## src/rtl/riscv_pkg.sv

```systemverilog
// Shared RV32I definitions for the instruction encoder.
// Holds the opcode and funct enums, the NOP word, immediate ranges,
// the request struct taken by the encoder and the encoded-word payload.
package riscv_pkg;

  typedef enum logic [6:0] {
    OP_LW     = 7'b0000011,
    OP_ALU_I  = 7'b0010011,
    OP_AUIPC  = 7'b0010111,
    OP_SW     = 7'b0100011,
    OP_ALU    = 7'b0110011,
    OP_LUI    = 7'b0110111,
    OP_BRANCH = 7'b1100011
  } opcode_t;

  typedef enum logic [2:0] {
    F3_ADD_SUB = 3'b000,
    F3_SLL     = 3'b001,
    F3_SLT     = 3'b010,
    F3_SLTU    = 3'b011,
    F3_XOR     = 3'b100,
    F3_SRL_SRA = 3'b101,
    F3_OR      = 3'b110,
    F3_AND     = 3'b111
  } f3_alu_t;

  typedef enum logic [2:0] {
    F3_BEQ  = 3'b000,
    F3_BNE  = 3'b001,
    F3_BLT  = 3'b100,
    F3_BGE  = 3'b101,
    F3_BLTU = 3'b110,
    F3_BGEU = 3'b111
  } f3_branch_t;

  typedef enum logic [6:0] {
    F7_ALU_NORMAL   = 7'b0000000,
    F7_ALU_MODIFIED = 7'b0100000
  } f7_alu_modifier_t;

  localparam logic [31:0] INSN_NOP = 32'h0000_0013;  // addi x0,x0,0
  localparam logic [2:0]  F3_LW_SW = 3'b010;

  localparam int I_IMM_MIN = -2048;
  localparam int I_IMM_MAX = 2047;
  localparam int B_IMM_MIN = -4096;
  localparam int B_IMM_MAX = 4094;

  typedef struct packed {
    logic [6:0]  opcode;
    logic [2:0]  f3;
    logic [6:0]  f7;
    logic [4:0]  rd;
    logic [4:0]  rs1;
    logic [4:0]  rs2;
    logic [31:0] imm;
  } enc_req_t;

  typedef struct packed {
    logic [31:0] insn;
    logic        illegal;
  } enc_word_t;

endpackage

```

## src/rtl/riscv_skid_buffer.sv

```systemverilog
// Two-entry skid buffer (main + skid register) for a generic payload type.
// Ports: in_valid_i/in_ready_o/in_data_i upstream, out_valid_o/out_ready_i/
// out_data_o downstream. in_ready_o is registered (= !skid_full), so there is
// no combinational path from out_ready_i back to in_ready_o.
module riscv_skid_buffer #(
  parameter type T = logic
) (
  input  logic clk_i,
  input  logic rst_i,
  input  logic in_valid_i,
  output logic in_ready_o,
  input  T     in_data_i,
  output logic out_valid_o,
  input  logic out_ready_i,
  output T     out_data_o
);

  T     main_q, main_d;
  T     skid_q, skid_d;
  logic main_valid_q, main_valid_d;
  logic skid_valid_q, skid_valid_d;
  logic ready_q, ready_d;
  logic in_fire, out_fire;

  always_comb begin
    in_fire      = in_valid_i & ready_q;
    out_fire     = main_valid_q & out_ready_i;
    main_d       = main_q;
    skid_d       = skid_q;
    main_valid_d = main_valid_q;
    skid_valid_d = skid_valid_q;
    if (!main_valid_q || out_fire) begin
      // Head slot frees up: refill from skid first to keep ordering.
      if (skid_valid_q) begin
        main_d       = skid_q;
        main_valid_d = 1'b1;
        skid_valid_d = 1'b0;
      end else if (in_fire) begin
        main_d       = in_data_i;
        main_valid_d = 1'b1;
      end else begin
        main_valid_d = 1'b0;
      end
    end else if (in_fire) begin
      skid_d       = in_data_i;
      skid_valid_d = 1'b1;
    end
    ready_d = !skid_valid_d;
  end

  always_ff @(posedge clk_i) begin
    if (rst_i) begin
      main_q       <= '0;
      skid_q       <= '0;
      main_valid_q <= 1'b0;
      skid_valid_q <= 1'b0;
      ready_q      <= 1'b1;
    end else begin
      main_q       <= main_d;
      skid_q       <= skid_d;
      main_valid_q <= main_valid_d;
      skid_valid_q <= skid_valid_d;
      ready_q      <= ready_d;
    end
  end

  assign in_ready_o  = ready_q;
  assign out_valid_o = main_valid_q;
  assign out_data_o  = main_q;

endmodule

```

## src/rtl/riscv_insn_encoder.sv

```systemverilog
// RV32I subset instruction encoder (LW, ALU-I, AUIPC, SW, ALU, LUI, BRANCH).
// Decoded fields arrive on a valid/ready stream (in_*), packed words leave on
// a valid/ready stream (out_*) stamped with a sequential IMEM address.
// Illegal requests emit the NOP word with out_illegal_o set and are counted
// on acceptance in illegal_cnt_o (saturating). addr_load_i reloads the
// address counter (word aligned) and overrides a same-cycle increment.
module riscv_insn_encoder
  import riscv_pkg::*;
#(
  parameter int unsigned        ADDR_W    = 32,
  parameter logic [ADDR_W-1:0]  BASE_ADDR = '0,
  parameter int unsigned        CNT_W     = 16
) (
  input  logic              clk_i,
  input  logic              rst_i,
  input  logic              in_valid_i,
  output logic              in_ready_o,
  input  logic [6:0]        in_opcode_i,
  input  logic [2:0]        in_f3_i,
  input  logic [6:0]        in_f7_i,
  input  logic [4:0]        in_rd_i,
  input  logic [4:0]        in_rs1_i,
  input  logic [4:0]        in_rs2_i,
  input  logic [31:0]       in_imm_i,
  output logic              out_valid_o,
  input  logic              out_ready_i,
  output logic [31:0]       out_insn_o,
  output logic [ADDR_W-1:0] out_addr_o,
  output logic              out_illegal_o,
  input  logic              addr_load_i,
  input  logic [ADDR_W-1:0] addr_val_i,
  output logic [CNT_W-1:0]  illegal_cnt_o
);

  function automatic enc_word_t encode(input enc_req_t r);
    enc_word_t w;
    logic bad, f7_ok, is_shift, i_rng, b_rng;
    w.insn   = '0;
    bad      = 1'b0;
    f7_ok    = (r.f7 == F7_ALU_NORMAL) || (r.f7 == F7_ALU_MODIFIED);
    is_shift = (r.f3 == F3_SLL) || (r.f3 == F3_SRL_SRA);
    i_rng    = ($signed(r.imm) >= I_IMM_MIN) && ($signed(r.imm) <= I_IMM_MAX);
    b_rng    = ($signed(r.imm) >= B_IMM_MIN) && ($signed(r.imm) <= B_IMM_MAX);
    case (r.opcode)
      OP_ALU: begin
        bad = !f7_ok || ((r.f7 == F7_ALU_MODIFIED) &&
                         (r.f3 != F3_ADD_SUB) && (r.f3 != F3_SRL_SRA));
        w.insn = {r.f7, r.rs2, r.rs1, r.f3, r.rd, r.opcode};
      end
      OP_ALU_I: begin
        if (is_shift) begin
          bad = (r.imm[31:5] != '0) ||
                ((r.f3 == F3_SLL) ? (r.f7 != F7_ALU_NORMAL) : !f7_ok);
          w.insn = {r.f7, r.imm[4:0], r.rs1, r.f3, r.rd, r.opcode};
        end else begin
          bad = !i_rng;
          w.insn = {r.imm[11:0], r.rs1, r.f3, r.rd, r.opcode};
        end
      end
      OP_LW: begin
        bad = (r.f3 != F3_LW_SW) || !i_rng;
        w.insn = {r.imm[11:0], r.rs1, r.f3, r.rd, r.opcode};
      end
      OP_SW: begin
        bad = (r.f3 != F3_LW_SW) || !i_rng;
        w.insn = {r.imm[11:5], r.rs2, r.rs1, F3_LW_SW, r.imm[4:0], r.opcode};
      end
      OP_BRANCH: begin
        bad = (r.f3 == 3'b010) || (r.f3 == 3'b011) || r.imm[0] || !b_rng;
        w.insn = {r.imm[12], r.imm[10:5], r.rs2, r.rs1, r.f3,
                  r.imm[4:1], r.imm[11], r.opcode};
      end
      OP_LUI, OP_AUIPC: begin
        bad = (r.imm[11:0] != '0);
        w.insn = {r.imm[31:12], r.rd, r.opcode};
      end
      default: bad = 1'b1;
    endcase
    if (bad) w.insn = INSN_NOP;
    w.illegal = bad;
    return w;
  endfunction

  enc_req_t  req;
  enc_word_t enc_word;
  enc_word_t head;

  logic [ADDR_W-1:0] addr_q, addr_d;
  logic [CNT_W-1:0]  cnt_q, cnt_d;
  logic              out_fire;

  always_comb begin
    req.opcode = in_opcode_i;
    req.f3     = in_f3_i;
    req.f7     = in_f7_i;
    req.rd     = in_rd_i;
    req.rs1    = in_rs1_i;
    req.rs2    = in_rs2_i;
    req.imm    = in_imm_i;
    enc_word   = encode(req);
  end

  riscv_skid_buffer #(.T(enc_word_t)) u_skid (
    .clk_i       (clk_i),
    .rst_i       (rst_i),
    .in_valid_i  (in_valid_i),
    .in_ready_o  (in_ready_o),
    .in_data_i   (enc_word),
    .out_valid_o (out_valid_o),
    .out_ready_i (out_ready_i),
    .out_data_o  (head)
  );

  // The address is stamped on whatever word is at the head, so a reload
  // also retargets a word that is buffered but not yet accepted.
  always_comb begin
    out_fire = out_valid_o & out_ready_i;
    addr_d   = addr_q;
    cnt_d    = cnt_q;
    if (addr_load_i) begin
      addr_d = {addr_val_i[ADDR_W-1:2], 2'b00};
    end else if (out_fire) begin
      addr_d = addr_q + ADDR_W'(4);
    end
    if (out_fire && head.illegal && !(&cnt_q)) begin
      cnt_d = cnt_q + CNT_W'(1);
    end
  end

  always_ff @(posedge clk_i) begin
    if (rst_i) begin
      addr_q <= BASE_ADDR;
      cnt_q  <= '0;
    end else begin
      addr_q <= addr_d;
      cnt_q  <= cnt_d;
    end
  end

  assign out_insn_o    = head.insn;
  assign out_illegal_o = head.illegal;
  assign out_addr_o    = addr_q;
  assign illegal_cnt_o = cnt_q;

endmodule

```

## config.mk

```make
export PLATFORM = sky130hd
export DESIGN_NAME = riscv_insn_encoder
export DESIGN_NICKNAME = d
export VERILOG_FILES = /design/src/rtl/riscv_pkg.sv /design/src/rtl/riscv_skid_buffer.sv /design/src/rtl/riscv_insn_encoder.sv
export SDC_FILE = /design/constraint.sdc
export NUM_CORES = 1
export LEC_CHECK = 0
export BUFFER_PORTS_ARGS = -buffer_cell sky130_fd_sc_hd__clkbuf_2
export CAP_MARGIN = 20
export CORE_MARGIN = 2
export CORE_UTILIZATION = 49
export CTS_BUF_LIST = sky130_fd_sc_hd__clkbuf_4 sky130_fd_sc_hd__clkbuf_8 sky130_fd_sc_hd__clkbuf_16
export CTS_CLUSTER_DIAMETER = 150
export DETAILED_ROUTE_END_ITERATION = 6
export GPL_TIMING_DRIVEN = 0
export HOLD_SLACK_MARGIN = 0.15
export PLACE_DENSITY_LB_ADDON = 0.1
export SYNTH_ARGS = -nofsm -noshare
export SYNTH_HDL_FRONTEND = slang
export SYNTH_SLANG_ARGS = --single-unit
```

## constraint.sdc

```tcl
create_clock -name clk_i -period 7.73 [get_ports clk_i]
set_clock_uncertainty 0.15 [all_clocks]
set_input_delay 1.546 -clock clk_i [delete_from_list [all_inputs] [get_ports clk_i]]
set_output_delay 1.546 -clock clk_i [all_outputs]
set_load 0.1 [all_outputs]
```

== After elaboration in Yosys (flattened, before gate mapping) ==
Cells that the tools add are included.

* Word-level logic and storage cells: 81
* Flip-flop bits (word level): 117
* Output and inout bits: 83
* Input bits: 101

* $lt $le $gt $ge: 4
* Bitwise logic cells: 3
* Equal/unequal tests: 14
* Muxes and demuxes: 14
* $add $sub $neg: 2
* Reductions and logical operators: 34

{| class="wikitable"
|+ Operators with widths
! operator !! number
|-
| $pmux 32 s6 || 1
|-
| $mux 32 || 4
|-
| $mux 33 || 2
|-
| $add 32x3->32 const B || 1
|-
| $ge 32x12->1 const B || 1
|-
| $ge 32x13->1 const B || 1
|-
| $le 32x12->1 const B || 1
|-
| $le 32x13->1 const B || 1
|-
| $eq 7x6->1 const B || 4
|-
| $reduce_bool 27->1 || 1
|-
| $add 16x1->16 const B || 1
|-
| $reduce_and 16->1 || 1
|-
| $eq 7x5->1 const B || 2
|-
| $reduce_bool 12->1 || 1
|-
| $logic_or 1x1->1 || 9
|-
| $eq 7x2->1 const B || 1
|-
| $eq 7x7->1 const B || 1
|-
| $logic_not 7->1 || 1
|-
| $reduce_bool 7->1 || 1
|-
| $eq 3x2->1 const B || 2
|-
| $logic_and 1x1->1 || 6
|-
| $logic_not 1->1 || 6
|-
| $mux 1 || 6
|-
| $reduce_or 2->1 || 3
|-
| other kinds (10) || 13
|}

== Depth between registers and ports, before layout ==
Gate-level depths: netlist (run 1).

* Word-level depth: 10
* Mapped depth: 10
* Gate-level depth less buffers: 8

== Cells and area by module ==
Synthesis (run 1) repeated with hierarchy kept, for this count alone.

* Cells, all modules: 735
* Area, all modules: 6,368.6 µm²

{| class="wikitable"
|+ By module, submodules not included
! module !! cells each !! sequential area each (µm²) !! instances !! area each (µm²)
|-
| riscv_insn_encoder || 429 || 920.9 || 1 || 3,453.3
|-
| riscv_skid_buffer || 306 || 1,381.3 || 1 || 2,915.3
|}

== Least setup slack after synthesis (run 1) ==
OpenSTA, ideal clock, no wires.

* Path type: input to register
* From: input port in_imm_i[6]
* To: register u_skid.main_q, in the netlist u_skid.out_data_o[23]
* Setup time: 0.074 ns
* Path buffers: 2
* Data required time: 7.506 ns
* Cell stages on the path: 9
* Slack: 4.043 ns
* Data arrival time: 3.463 ns
* Cell sequence: or4_1 -> nor2_1 -> nand3_1 -> o311a_1 -> a2111oi_2 -> buf_4 -> buf_6 -> a221oi_2 -> nor3_2

* Cells in the longest elaborated chain, start to end: 8
* Elaborated cells between the ends (all ways): 18
* Classes of those cells: 4 x order compare; 5 x mux; 9 x reduce/logical

{| class="wikitable"
|+ RTL lines
! what !! RTL line !! source
|-
| from (decl) || riscv_insn_encoder.sv:24 || <nowiki>input logic [31:0] in_imm_i,</nowiki>
|-
| $ge 32x12->1 (tied with other cells) || riscv_insn_encoder.sv:42 || <nowiki>i_rng = ($signed(r.imm) >= I_IMM_MIN) && ($signed(r.imm) <= I_IMM_MAX);</nowiki>
|-
| $logic_and 1x1->1, on equally long branches || riscv_insn_encoder.sv:42, riscv_insn_encoder.sv:43 ||
|-
| $logic_not 1->1, on equally long branches || n/a ||
|-
| $mux 1 (tied with other cells) || riscv_insn_encoder.sv:51 || <nowiki>if (is_shift) begin</nowiki>
|-
| $pmux 1 s5 (*) || riscv_insn_encoder.sv:44 || <nowiki>case (r.opcode)</nowiki>
|-
| $mux 32 (*) || riscv_insn_encoder.sv:79 || <nowiki>if (bad) w.insn = INSN_NOP;</nowiki>
|-
| $mux 33 (*) || riscv_skid_buffer.sv:38 || <nowiki>end else if (in_fire) begin</nowiki>
|-
| $mux 33 (*) || riscv_skid_buffer.sv:34 || <nowiki>if (skid_valid_q) begin</nowiki>
|-
| to (signal assigned) || riscv_skid_buffer.sv:59 || <nowiki>main_q <= main_d;</nowiki>
|-
| to (decl) || riscv_skid_buffer.sv:18 || <nowiki>T main_q, main_d;</nowiki>
|}

Mark *: on every way between the ends. The rest lies on a longest branch, timed or not. The select of a mux whose other input is x is not followed.
A chain may end at the register's enable or synchronous reset.

== Final worst setup path (run 1) ==
* From: input port in_opcode_i[6]
* To: register u_skid.main_q, in the netlist u_skid.out_data_o[22]

* Cells in the longest elaborated chain, start to end: 6
* Elaborated cells between the ends (all ways): 14
* Classes of those cells: 7 x eq/ne; 5 x mux; 2 x reduce/logical

{| class="wikitable"
|+ RTL lines
! what !! RTL line !! source
|-
| from (decl) || riscv_insn_encoder.sv:18 || <nowiki>input logic [6:0] in_opcode_i,</nowiki>
|-
| $eq 7x6->1 (tied with other cells) || riscv_insn_encoder.sv:44 ||
|-
| $reduce_or 2->1, on equally long branches || n/a ||
|-
| $pmux 32 s6 / $pmux 1 s5 (equally long branches) || riscv_insn_encoder.sv:44 ||
|-
| $mux 32 (*) || riscv_insn_encoder.sv:79 ||
|-
| $mux 33 (*) || riscv_skid_buffer.sv:38 ||
|-
| $mux 33 (*) || riscv_skid_buffer.sv:34 ||
|}

Marked as above.

==> results of run 1 <==
[through the flow]
| stage | worst slack, ns | area [um^2] | utilization (%) | total power [W] |
|---|---|---|---|---|
| 2_1_floorplan | 4.04 | 5670 | - | 0.000896 |
| 3_3_place_gp | 3.47 | 6740 | 59.3 | 0.000975 |
| 3_5_place_dp | 3.44 | 6740 | 59.3 | 0.000980 |
| 4_1_cts | 3.86 | 7340 | 64.6 | 0.00178 |
| 5_1_grt | 3.73 | 7340 | 64.6 | 0.00183 |
| 6_report | 3.85 | 7340 | 64.6 | 0.00177 |
[routing by layer]
layer | share of wire (%) | global-route usage (%) | routed length [um] | up-vias
met5 | 0 | 0 | 0 | -
met4 | 2.5 | 10.1 | 423 | 0
met3 | 7.7 | 7.95 | 1340 | 38
met2 | 48 | 46.2 | 8280 | 283
met1 | 42 | 34.5 | 7220 | 2746
li1 | - | - | - | 2801
[cell type report]
type	count	area [um^2]
fill	1017	4030
multi-input combinational	484	3130
sequential	115	2300
timing repair buffer	177	886
clock buffer	25	504
buffer	43	201
tap	143	179
clock inverter	5	100
inverter	10	37.5
[state kept, by name (all words and copies together) (netlist names)]
| name | flops |
|---|---|
| out_addr_o | 30 |
| u_skid.in_ready_o | 1 |
| illegal_cnt_o | 16 |
| u_skid.out_valid_o | 1 |
| u_skid.skid_q | 33 |
| u_skid.out_data_o | 33 |
| u_skid.skid_valid_q | 1 |
[cell usage after synthesis, drive strengths merged (2+ instances only)]
cell type  count  area share (%)
clkbuf        29             1.9
nand4b         2            0.31
nor2         129             8.5
o21ai          5            0.44
and3           8            0.88
or2            2            0.22
nor2b          7            0.77
a22oi         12             1.6
ha             2            0.44
nor3          40             4.6
mux2           2            0.40
a22o          25             3.9
nand2         25             1.7
nor4          10             1.1
or3            5            0.55
xnor2         25             3.9
dfxtp        115              41
a222oi        12             2.1
a32oi          4            0.62
a31oi          2            0.22
buf           14             1.6
a2111oi        2            0.42
mux2i         16             2.8
nand3         23             2.0
nand4         18             2.0
and4           6            0.93
a211oi         4            0.53
a21oi         21             1.9
o22ai          2            0.22
nor3b          3            0.40
or4            2            0.26
a221oi        25             5.0
nand2b         4            0.44
inv           10            0.66
and2           4            0.44
o221a          2            0.40
a21o           3            0.40
xor2          19             2.9
[cell families after synthesis]
| family | synth area share, % |
|---|---|
| adder cells (fa/ha/maj) | 0.441 |
| buffers and inverters | 4.22 |
| multiplexers | 3.22 |
| AND/OR/NAND/NOR | 25.6 |
| XOR/XNOR | 6.80 |
| other | 0.0661 |
| AO/OA/AOI/OAI | 19.0 |
| flip-flops | 40.6 |
[worst max-delay path: cells and delay by family]
family | cells | cell delay, ns
AO/OA/AOI/OAI | 2 | 1.00
buffers and inverters | 3 | 0.86
AND/OR/NAND/NOR | 4 | 0.59
[worst max path at each step]
stage	start	end	depth (start not counted)
global route	in_opcode_i[6]	u_skid.out_data_o[13]	9
global placement	in_opcode_i[6]	u_skid.out_data_o[22]	9
floorplan	in_imm_i[6]	u_skid.out_data_o[23]	9
CTS	in_opcode_i[6]	u_skid.out_data_o[22]	9
detailed placement	in_opcode_i[6]	u_skid.out_data_o[22]	9
finish	in_opcode_i[6]	u_skid.out_data_o[22]	9
[power groups by stage]
stage	Clock, W	Sequential, W	Combinational, W
2_1_floorplan	0	0.000805	0.0000912
3_3_place_gp	0	0.000647	0.000328
3_5_place_dp	0	0.000648	0.000331
4_1_cts	0.000813	0.000637	0.000333
5_1_grt	0.000840	0.000640	0.000350
6_report	0.000803	0.000637	0.000333
==> results.toml, run 1 <==
[route]
ant_nets = 0
post-route-drc-count = 0
drt_iter0_markers = 352
via_per_inst = 5.86
vias = 5868
routedWlPerCell_um = 17.2
dr.pass1.iters = 5
wl_um = 17300

[timing]
tns_ns = 0
worstMarginPinSlew_ns = 0.910
period_needed_ns = 3.88
timing.hold.ws_ns = 0.324
grt_setup_unrepaired = "no"
period_share_pct = 50.3
max_freq_mhz = 257
finalHoldViolCount = 0
relSlewSlack_pct = 38.9
finalSetupViolations = 0
drv_slew = 0

[hold_path]
min-delay-start = "u_skid.skid_q[6]"
hp-class = "flip-flop to flip-flop"
hold_depth = 1
min_to = "u_skid.skid_q[6]"

[floorplanning]
fp.dieH_um = 112
core-area_mm2 = 0.0114
dieArea_mm2 = 0.0124
rows = 39
io_pins = 184
initial_core_util_pct = 49.9
fp.dieW_um = 112

[power_and_ir_drop]
p_comb_share_pct = 18.8
p_int_w = 0.00123
pwr-share-clk_pct = 45.3
swShare_pct = 30.3
p_switching_w = 0.000537
ir_worst_vdd_v = 0.000204
power_frac_seq_pct = 35.9
power_density_mw_per_mm2 = 241
p_leak_nw = 3.08

[global_routing]
grt_antenna_before_repair = 0
grtUsageTotal_pct = 27.8
grt_max_degree = 17
grt_overflow = 0
first_global_vias = 5667
grt_pass1_wl_um = 28000

[cells_and_area]
fin_cells = 1002
drive_gt1_share_pct = 28.9
nNetsFinal = 951
area_delta_synth_final_pct = 29.5
diodes = 0
layout_commonest_cell = "clkbuf_2"
mostFrequentLayoutCells = "177 x clkbuf_2, 129 x nor2_1, 115 x dfxtp_1"

[job]
cap_violations = 0

[placement]
placedCellCount = 972
routabilityCongestion = 0.958
dpl.hpwl_um = 13000
io_buffers = 177

[synthesis]
ys_seq_area_share_pct = 40.6
syn_area_mm2 = 0.00567
synth_edf_count = 0
synth-async-reset-ratio_pct = 0
ys_ff_latch = 115
avgSynthCellArea_um2 = 8.71
synth_cells = 651
yosys_warnings = 0
synth.distinct_cells = 57
synth_ff_type = "dfxtp_1"

[critical_path]
arrival_ns = 4.00
cp-end-kind = "flip-flop"
start_kind = "input port"
critPathKind = "input port to flip-flop"
crit_path_cell_trace = "clkbuf_2 -> clkbuf_1 -> nor2b_1 -> nor3_1 -> o221ai_1 -> clkbuf_1 -> nor2_1 -> a221oi_1 -> nor3_1"
critPathSlowestCell = "o221ai_1"
cpPeakStageDelay_ns = 0.64
crit_fanout = 10
worst_ep_required_time_ns = 7.85
regToRegSetupSlack_ns = 4.92
r2r_start = "u_skid.out_valid_o"
r2r-end = "out_addr_o[27]"
reg2regPathDepth = 7

[clock_network]
clk_path_buf_depth = 2
htreeDepth = 4
cts_tree = "done"
clk_root_buffer_cell = "clkbuf_16"
path_clk_slew_ns = 0.05
numCtsBuffers = 17
cts.repair.resized = 0
ctsHoldBuffers = 0
cts_setup_buffers = 0
clk_latency_ns = 0.42
numClockSinks = 115

[status]
status = "finished clean"
(Power assumes the default switching activity.)
==> run 2: changes to the inputs <==
CORE_UTILIZATION = 46   (was 49)
clock period = 3.1 ns   (was 7.73 ns; I/O delays follow)
==> run 2 against run 1 <==
Against the previous run:
- largest cell class unchanged
- critical path depth is 2 lower
- combinational power rose by 150%
- via count decreased by 1.9%
- final cell count rose by 0.50%
- setup slack lost 3.7 ns
- die area rose by 6.3%
==> results.toml, run 2 (synthesis gave the netlist of run 1 again) <==
[cells_and_area]
area_delta_synth_final_pct = 29.6
diodes = 0
multi_input_area_mm2 = 0.00314
layout_commonest_cell = "clkbuf_2"
num-fill-cells = 1084
mostFrequentLayoutCells = "177 x clkbuf_2, 129 x nor2_1, 115 x dfxtp_1"
drive_gt1_share_pct = 29.1
register_area_mm2 = 0.00230
nNetsFinal = 951

[critical_path]
crit_fanout = 8
start_kind = "flip-flop"
arrival_ns = 3.06
crit_path_cell_trace = "and4_1 -> nor3b_1 -> nor4b_2 -> nand3_1 -> xnor2_1 -> mux2i_1 -> nor2_1"
critPathKind = "flip-flop to flip-flop"
worst_ep_required_time_ns = 3.22
cpPeakStageDelay_ns = 0.70
cp-end-kind = "flip-flop"
critPathSlowestCell = "nor3b_1"

[floorplanning]
io_pins = 184
initial_core_util_pct = 47.2
fp.dieH_um = 115
rows = 40
core-area_mm2 = 0.0120
dieArea_mm2 = 0.0132
fp.dieW_um = 115

[timing]
period_share_pct = 94.6
grt_setup_unrepaired = "no"
timing.hold.ws_ns = 0.292
period_needed_ns = 2.93
worstMarginPinSlew_ns = 0.821
timing.final.ws_setup_ns = 0.167
drv_slew = 0
finalSetupViolations = 0
relSlewSlack_pct = 44.9
finalHoldViolCount = 0
max_freq_mhz = 341

[route]
vias = 5754
drt_iter0_markers = 327
routedWlPerCell_um = 17.3
dr.pass1.iters = 7
wl_um = 17500
ant_nets = 0
post-route-drc-count = 0
via_per_inst = 5.71

[clock_network]
path_clk_slew_ns = 0.05
clk_path_buf_depth = 2
clk_root_buffer_cell = "clkbuf_16"
clk_latency_ns = 0.41
numCtsBuffers = 17
numClockSinks = 115
cts_tree = "done"
htreeDepth = 4

[placement]
dpl.hpwl_um = 13500
place_ws_ns = -0.298
io_buffers = 177
routabilityCongestion = 0.883

[global_routing]
first_global_vias = 5317
grtUsageTotal_pct = 25.6
grt_antenna_before_repair = 0
grt_pass1_wl_um = 26400
grt_overflow = 0
grt_max_degree = 17

[power_and_ir_drop]
power_density_mw_per_mm2 = 593
p_leak_nw = 3.07
power_w = 0.00436
ir_worst_vdd_v = 0.000405

[job]
cap_violations = 0

[hold_path]
hp-class = "input port to flip-flop"

[status]
status = "finished clean"
## run 2: cell count changes in the layout (fill, tap and decap cells not counted), sizes merged
| cell | delta |
|---|---|
| bufinv | -1 |
| clkinvlp | +3 |
| clkinv | +2 |
| clkbuf | -3 |
## run 2: layer usage
layer	global-route usage, %	part of all wire (%)	vias to the layer above	wire (um)
met5	0	0	-	0
met4	8.27	1.5	0	261
met3	8.22	7.7	22	1350
met2	42.9	48	227	8390
met1	31.1	43	2711	7450
li1	-	-	2794	-
## run 2: cell type report
class | count | area share (%)
inverters | 10 | 0.511
well taps | 147 | 2.50
clock buffers | 22 | 6.73
multi-input cells | 484 | 42.7
repair buffers | 177 | 12.1
clock inverters | 9 | 1.40
flip-flops and latches | 115 | 31.3
plain buffers | 43 | 2.74
## run 2: path summary, 6_finish.rpt
path | startpoint | endpoint | slack [ns] | depth (start not counted)
max | u_skid.out_valid_o | out_addr_o[25] | 0.17 | 7
min | addr_val_i[14] | out_addr_o[14] | 0.29 | 3
max reg2reg | u_skid.out_valid_o | out_addr_o[25] | 0.17 | 7
min reg2reg | u_skid.skid_q[1] | u_skid.skid_q[1] | 0.33 | 2
## run 2: stage by stage
step | utilization [%] | TNS, ns | std cells | cell area (um^2)
final | 61.2 | 0 | 1007 | 7350
after global routing | 61.2 | 0 | 1007 | 7350
after CTS | 61.1 | 0 | 1007 | 7340
after detailed placement | 56.1 | -8.17 | 976 | 6740
after global placement | 56.1 | -7.10 | 976 | 6740
after floorplan | - | 0 | 652 | 5670
## run 2: report_power, final
| group | total (W) | switching, W | leakage [nW] | internal [W] |
|---|---|---|---|---|
| clock network | 0.00194 | 0.000663 | 0.290 | 0.00128 |
| logic | 0.000832 | 0.000649 | 1.84 | 0.000182 |
| registers | 0.00159 | 0.0000481 | 0.939 | 0.00154 |
| total | 0.00436 | 0.00136 | 3.07 | 0.00300 |
## run 2: critical path: cells and delay by family (launching register included)
family / cells / cell delay, ns
XOR/XNOR: 1 / 0.16
AND/OR/NAND/NOR: 5 / 1.88
flip-flops: 1 / 0.44
multiplexers: 1 / 0.16
## run 2: what timing repair did
item,CTS,global route
setup endpoints to repair,0,13
buffers inserted,0,0
hold buffers,0,0
resized for setup,0,1
